**config.mk**
```make
export PLATFORM = sky130hd
export DESIGN_NAME = ro_edge_counter
export DESIGN_NICKNAME = d
export VERILOG_FILES = /design/src/rtl/ro_edge_counter.sv
export SDC_FILE = /design/constraint.sdc
export NUM_CORES = 1
export LEC_CHECK = 0
export ABC_CLOCK_PERIOD_IN_PS = 4150
export BUFFER_PORTS_ARGS = -buffer_cell sky130_fd_sc_hd__buf_2
export CORE_MARGIN = 2
export CORE_UTILIZATION = 59
export CTS_BUF_LIST = sky130_fd_sc_hd__clkbuf_8
export CTS_CLUSTER_SIZE = 25
export DETAILED_ROUTE_END_ITERATION = 7
export PLACE_DENSITY = 0.93
export SLEW_MARGIN = 40
export SYNTH_ARGS = -nofsm -noshare
export SYNTH_HDL_FRONTEND = slang
export SYNTH_SLANG_ARGS = --single-unit
export TNS_END_PERCENT = 100
```
**constraint.sdc**
```tcl
create_clock -name count_clk -period 4.15 [get_ports count_clk]
set_clock_uncertainty 0.15 [all_clocks]
set_input_delay 0.2075 -clock count_clk [delete_from_list [all_inputs] [get_ports count_clk]]
set_output_delay 0.2075 -clock count_clk [all_outputs]
set_load 0.01 [all_outputs]
```
**src/rtl/ro_edge_counter.sv**
```systemverilog
// Counts rising edges of a PUF ring oscillator while a synchronized enable is high,
// publishing binary, registered Gray code and a sticky saturation flag in the count_clk domain.
module ro_edge_counter #(
    parameter int WIDTH       = 32,
    parameter int SYNC_STAGES = 2
) (
    input  logic             count_clk,
    input  logic             reset,
    input  logic             en,
    output logic [WIDTH-1:0] count_bin,
    output logic [WIDTH-1:0] count_gray,
    output logic             saturated,
    output logic             running
);

    typedef enum logic [1:0] {
        IDLE  = 2'd0,
        COUNT = 2'd1,
        HOLD  = 2'd2
    } state_t;

    localparam logic [WIDTH-1:0] ALL_ONES = {WIDTH{1'b1}};
    localparam logic [WIDTH-1:0] ONE      = {{(WIDTH-1){1'b0}}, 1'b1};

    logic [SYNC_STAGES-1:0] sync_q;
    logic                   en_s;
    state_t                 state;
    logic [WIDTH-1:0]       bin_next;
    logic [WIDTH-1:0]       gray_next;

    // en is asynchronous to the oscillator; only the last stage feeds the FSM
    always_ff @(posedge count_clk or posedge reset) begin
        if (reset) begin
            sync_q <= '0;
        end else begin
            sync_q <= {sync_q[SYNC_STAGES-2:0], en};
        end
    end

    assign en_s = sync_q[SYNC_STAGES-1];

    // Saturating increment: the counter never wraps, so the Gray code never jumps
    always_comb begin
        bin_next  = (count_bin == ALL_ONES) ? count_bin : count_bin + ONE;
        gray_next = bin_next ^ (bin_next >> 1);
    end

    always_ff @(posedge count_clk or posedge reset) begin
        if (reset) begin
            state      <= IDLE;
            count_bin  <= '0;
            count_gray <= '0;
            saturated  <= 1'b0;
            running    <= 1'b0;
        end else begin
            case (state)
                IDLE: begin
                    if (en_s) begin
                        state      <= COUNT;
                        running    <= 1'b1;
                        count_bin  <= bin_next;
                        count_gray <= gray_next;
                        saturated  <= saturated | (bin_next == ALL_ONES);
                    end
                end
                COUNT: begin
                    if (en_s) begin
                        count_bin  <= bin_next;
                        count_gray <= gray_next;
                        saturated  <= saturated | (bin_next == ALL_ONES);
                    end else begin
                        state   <= HOLD;
                        running <= 1'b0;
                    end
                end
                HOLD: begin
                    // Frozen until reset; a late re-assert of en must not extend the measurement
                    state   <= HOLD;
                    running <= 1'b0;
                end
                default: begin
                    state   <= HOLD;
                    running <= 1'b0;
                end
            endcase
        end
    end

endmodule
```
======== Word level (Yosys, flattened, before mapping) ========
Cells that the tools add are included.
cells by class
  equality and inequality tests ........... 5
  multiplexer cells ....................... 7
  bitwise logic cells ..................... 2
  reduce and logical (&&, ||, !) cells .... 4
  $add $sub $neg .......................... 1
operators by type and width
  cell                                                                   count
  32-bit equality test, second input constant                            2
  32-bit by 1-bit adder with 32-bit output, second input constant        1
  32-bit two-way mux                                                     1
  32-bit by 31-bit bitwise XOR with 32-bit output                        1
  2-bit two-way mux                                                      2
  2-bit != test, second input constant                                   2
  2-bit one-hot mux with 2 select lines                                  1
  2-bit AND reduction                                                    2
  2-bit by 1-bit equality test with 1-bit output, second input constant  1
  2-bit zero test                                                        1
  1-bit two-way mux                                                      2
  1-bit one-hot mux with 2 select lines                                  1
  2-bit OR reduction                                                     1
  1-bit bitwise OR                                                       1
storage, ports and cells
  bits in registers ....................... 70
  logic and storage cells ................. 25
  output and inout port bits .............. 66

======== Depth between registers and ports, before layout ========
  depth in word-level cells ............... 4
  gate-level depth with buffers ........... 12

======== Least setup slack after synthesis ========
No wires, ideal clock.
  kind .................................... register to register
  from .................................... reg count_bin[26]
  to ...................................... reg saturated
  data required time ...................... 3880 ps
  setup time .............................. 120 ps
  period minus slack after synthesis ...... 2998 ps
  slack ................................... 1152 ps
  buffers on the path ..................... 2
  cell stages (with the launch flop) ...... 11
  arrival ................................. 2728 ps
  cells stage by stage .................... dfrtp_1 -> buf_2 -> nand4_1 -> or4_4 -> or4_4 -> buf_6 -> mux2_2 -> ha_1 -> nand4_1 -> nor3_1 -> a41o_1
on the way
  cells in the longest elaborated chain, start to end .. 4
  elaborated cells on any way between the ends .. 5
  those cells by class .................... 1 x add/sub; 2 x eq/ne; 1 x mux; 1 x bitwise
ends and longest elaborated chain
  element                 line    RTL
  from (decl)             10      output logic [WIDTH-1:0] count_bin,
  from (signal assigned)  61      count_bin <= bin_next;
  from (signal assigned)  68      count_bin <= bin_next;
  32-bit equality test    44      bin_next = (count_bin == ALL_ONES) ? count_bin : count_bin + ONE;
  32-bit two-way mux      44
  net bin_next[1]         28      logic [WIDTH-1:0] bin_next;
  32-bit equality test    63, 70
  1-bit bitwise OR        63, 70
  to (signal assigned)    63      saturated <= saturated | (bin_next == ALL_ONES);
  to (signal assigned)    70      saturated <= saturated | (bin_next == ALL_ONES);
  to (decl)               12      output logic saturated,
The timed path passes the listed nets, and every way through them passes these cells.
A chain may end at the register's enable or synchronous reset.

======== Final worst setup path ========
  from .................................... reg count_bin[0]
  to ...................................... reg saturated
on the way
  cells in the longest elaborated chain, start to end .. 4
  elaborated cells on any way between the ends .. 5
  those cells by class .................... 1 x add/sub; 2 x eq/ne; 1 x mux; 1 x bitwise
ends and longest elaborated chain
  element                                                                           line
  32-bit by 1-bit adder with 32-bit output or 32-bit equality test (tied branches)  44
  32-bit two-way mux (*)                                                            44
  net bin_next[26]                                                                  28
  32-bit equality test (*)                                                          63, 70
  1-bit bitwise OR (*)                                                              63, 70
The timed path passes the listed nets; every way through them passes the cells marked *.

==> results_dict.tcl <==
set metrics [dict create \
    yosysTopAreaCellShare_pct 41.39 \
    status "complete, no violations" \
    hpwl_mm 7.734 \
    area_delta_synth_final_pct 13.18 \
    clk_pin_slew_ns 0.08 \
    routedWlPerCell_um 18.05 \
    clockBufferDepth 2 \
    fin_hold_ws_ns 0.2035 \
    top_layer_used "met4" \
    switching_share_pct 32.60 \
    tightest_slew_ns 0.6487 \
    timing.final.crit_share_pct 90.01 \
    async_flop_share_pct 100.0 \
    cts-htree-levels 3 \
    grt_pass1_wl_mm 17.43 \
    finalSetupViolCount 0 \
    initial_core_util_pct 60.85 \
    fp.dieW_um 87.48 \
    synth_most_common_cell "nand2_1" \
    grt_usage_pct 30.00 \
    post_cts_buffers 0 \
    intPower_mw 1.054 \
    total_power_mw 1.563 \
    avgSynthCellArea_um2 9.281 \
    postPlaceCellArea_um2 4448 \
    ys.flop_type "dfrtp_1" \
    cap_violations 0 \
    viasPerCell 6.120 \
    synth_top_area_cell "dfrtp_1" \
    start_kind "flip-flop" \
    finalWirelength_mm 10.56 \
    synth_cell_types 53 \
    grt_start_max_net_pins 69 \
    clock_power_share_pct 31.4 \
    hold_violations 0 \
    placementRows 30 \
    fmax_ghz 0.2677 \
    setup_tns_ns 0 \
    drv_slew 0 \
    period_needed_ns 3.735 \
    die_h_um 87.48 \
    netlist_top_cells_area "dfrtp_1 (41%), nand2_1 (7.8%), xor2_1 (7.0%)" \
    syn-num-nets 463 \
    worstPathRequired_ns 4.30 \
    critPathMaxFanout 13 \
    end_kind "flip-flop" \
    first_global_vias 3540 \
    ys_top_cells_by_count "nand2_1 (85), dfrtp_1 (68), xor2_1 (33)" \
    postRouteAntennaNets 0 \
    vias 3580 \
    cts_tree "yes" \
    crit_type "reg -> reg" \
    postCtsResizedCells 0 \
    ios 69 \
    rsz0062_at_grt "false" \
    cts_sinks 68 \
    clk_latency_ns 0.36 \
    powerDensity_nw_per_um2 336.0 \
    wl_met1_mm 4.376 \
    netlist_area_um2 4111 \
    root_buffer "clkbuf_8" \
    synthesis.instances 443 \
    synth_edf_count 0 \
    seqPwrFrac_pct 49.3 \
    cts_made_buffers 9 \
    route.met2.wl_mm 5.009 \
    dr_wl_met3_um 707 \
    core_region_area_um2 6756 \
    yosysSeqAreaShare_pct 41.39 \
    nets 520 \
    max_slew_margin_pct 56.42 \
    diodes 0 \
    peakVddDrop_mv 0.1769 \
    fin_area_um2 4653 \
    antenna_found_initial 0 \
    drive_gt1_share_pct 21.58 \
    hold_path_class "reg -> reg" \
    die-area_um2 7652 \
    drc 0 \
    synth-seq-cells 68 \
    first_pass_iters 5 \
    p_switching_mw 0.5096 \
    io_buffers 68 \
    gp_congestion 0.9512 \
    synth_warnings 0 \
    overflow 0 \
    power_frac_comb_pct 19.3 \
    worst_ep_arrival_time_ns 3.88 \
    fin_util_pct 68.87 \
    fillers 539 \
    drt_iter0_drc 254 \
    power_leakage_nw 2.526 \
]
-- cell families (layout without fill, tap and decap cells) --
family	Yosys count	count (layout)	share of synthesized area, %
AND/OR/NAND/NOR	201	201	24.35
flip-flops	68	68	41.39
XOR/XNOR	62	62	14.24
AO/OA/AOI/OAI	46	46	7.852
buffers and inverters	39	101	4.352
adder cells (fa/ha/maj)	17	17	5.173
multiplexers	10	10	2.648
-- registers in the layout, summed over array words and instances (netlist names) --
| name | cells |
|---|---|
| count_bin | 32 |
| count_gray | 31 |
| saturated | 1 |
| state | 2 |
| sync_q | 2 |
-- layout by cell type (no fill, tap or decap), types with 3 or more instances in the layout --
cell type / netlist / routed
nor4_1: 7 / 6
inv_1: 10 / 9
buf_2: 11 / 68
nand2_1: 85 / 85
and4_1: 7 / 7
buf_4: 3 / 4
and2_1: 3 / 3
nand3_1: 20 / 20
o21ai_0: 13 / 13
ha_1: 17 / 17
or4_4: 3 / 3
nor2_1: 28 / 28
nand4_1: 14 / 14
mux2_2: 7 / 7
xnor2_1: 26 / 26
and3_1: 13 / 13
clkbuf_8: 0 / 9
a211oi_1: 3 / 3
nor3_1: 8 / 8
mux2i_1: 3 / 3
xor2_1: 33 / 33
a21oi_1: 5 / 5
or4_1: 3 / 3
dfrtp_1: 68 / 68
o31ai_1: 4 / 4
-- final timing paths --
check	from	endpoint	slack (ns)	cells past startpoint
max in group asynchronous	reset	count_bin[31]$_DFFE_PP0P_	3.01	4
worst max register to register	count_bin[0]$_DFFE_PP0P_	saturated$_DFFE_PP0P_	0.41	10
worst max-delay path	count_bin[0]$_DFFE_PP0P_	saturated$_DFFE_PP0P_	0.41	10
min in group asynchronous	reset	count_gray[23]$_DFFE_PP0P_	0.37	4
worst min register to register	sync_q[0]$_DFF_PP0_	sync_q[1]$_DFF_PP0_	0.20	0
worst min-delay path	sync_q[0]$_DFF_PP0_	sync_q[1]$_DFF_PP0_	0.20	0
-- worst max-delay path, cell delays in order, from the launching register on --
cell and delay (ns):
dfrtp_1 0.53, ha_1 0.47, nand4_1 0.30, nor3_1 0.62, o21ai_1 0.39, nor3_1 0.38
or2_2 0.17, ha_1 0.13, nand4_1 0.09, nor3_1 0.23, a41o_1 0.21
-- per-layer routing --
layer | global-route usage (%) | up-vias
li1 | - | 1652
met1 | 38.87 | 1712
met2 | 47.52 | 175
met3 | 4.171 | 41
met4 | 18.18 | 0
met5 | 0 | -
-- cell type report --
| type | count | area (µm²) | share of cell area (%) |
|---|---|---|---|
| inverter | 10 | 37.54 | 0.8067 |
| tap | 80 | 100.1 | 2.151 |
| multi-input combinational | 336 | 2237 | 48.08 |
| clock inverter | 7 | 51.30 | 1.102 |
| clock buffer | 9 | 123.9 | 2.662 |
| timing repair buffer | 75 | 401.6 | 8.631 |
| sequential | 68 | 1702 | 36.57 |
-- metrics by stage --
stage / instances / setup WS, ns
2_1_floorplan: 443 / 1.152
3_3_place_gp: 567 / 0.7935
3_5_place_dp: 567 / 0.5351
4_1_cts: 585 / 0.4997
5_1_grt: 585 / 0.1434
6_report: 585 / 0.4146
-- power groups by stage --
stage	Sequential (mW)	Clock [mW]	Combinational, mW
floorplan	0.778	0	0.212
global placement	0.776	0	0.292
detailed placement	0.781	0	0.297
CTS	0.769	0.503	0.300
global route	0.779	0.528	0.340
finish	0.770	0.491	0.301
-- repair_timing --
| action | CTS | global route |
|---|---|---|
| hold buffers | 2 | 0 |
| setup endpoints to repair | 0 | 0 |
| endpoints found under the hold margin | 69 | 0 |
(Power assumes the default switching activity.)
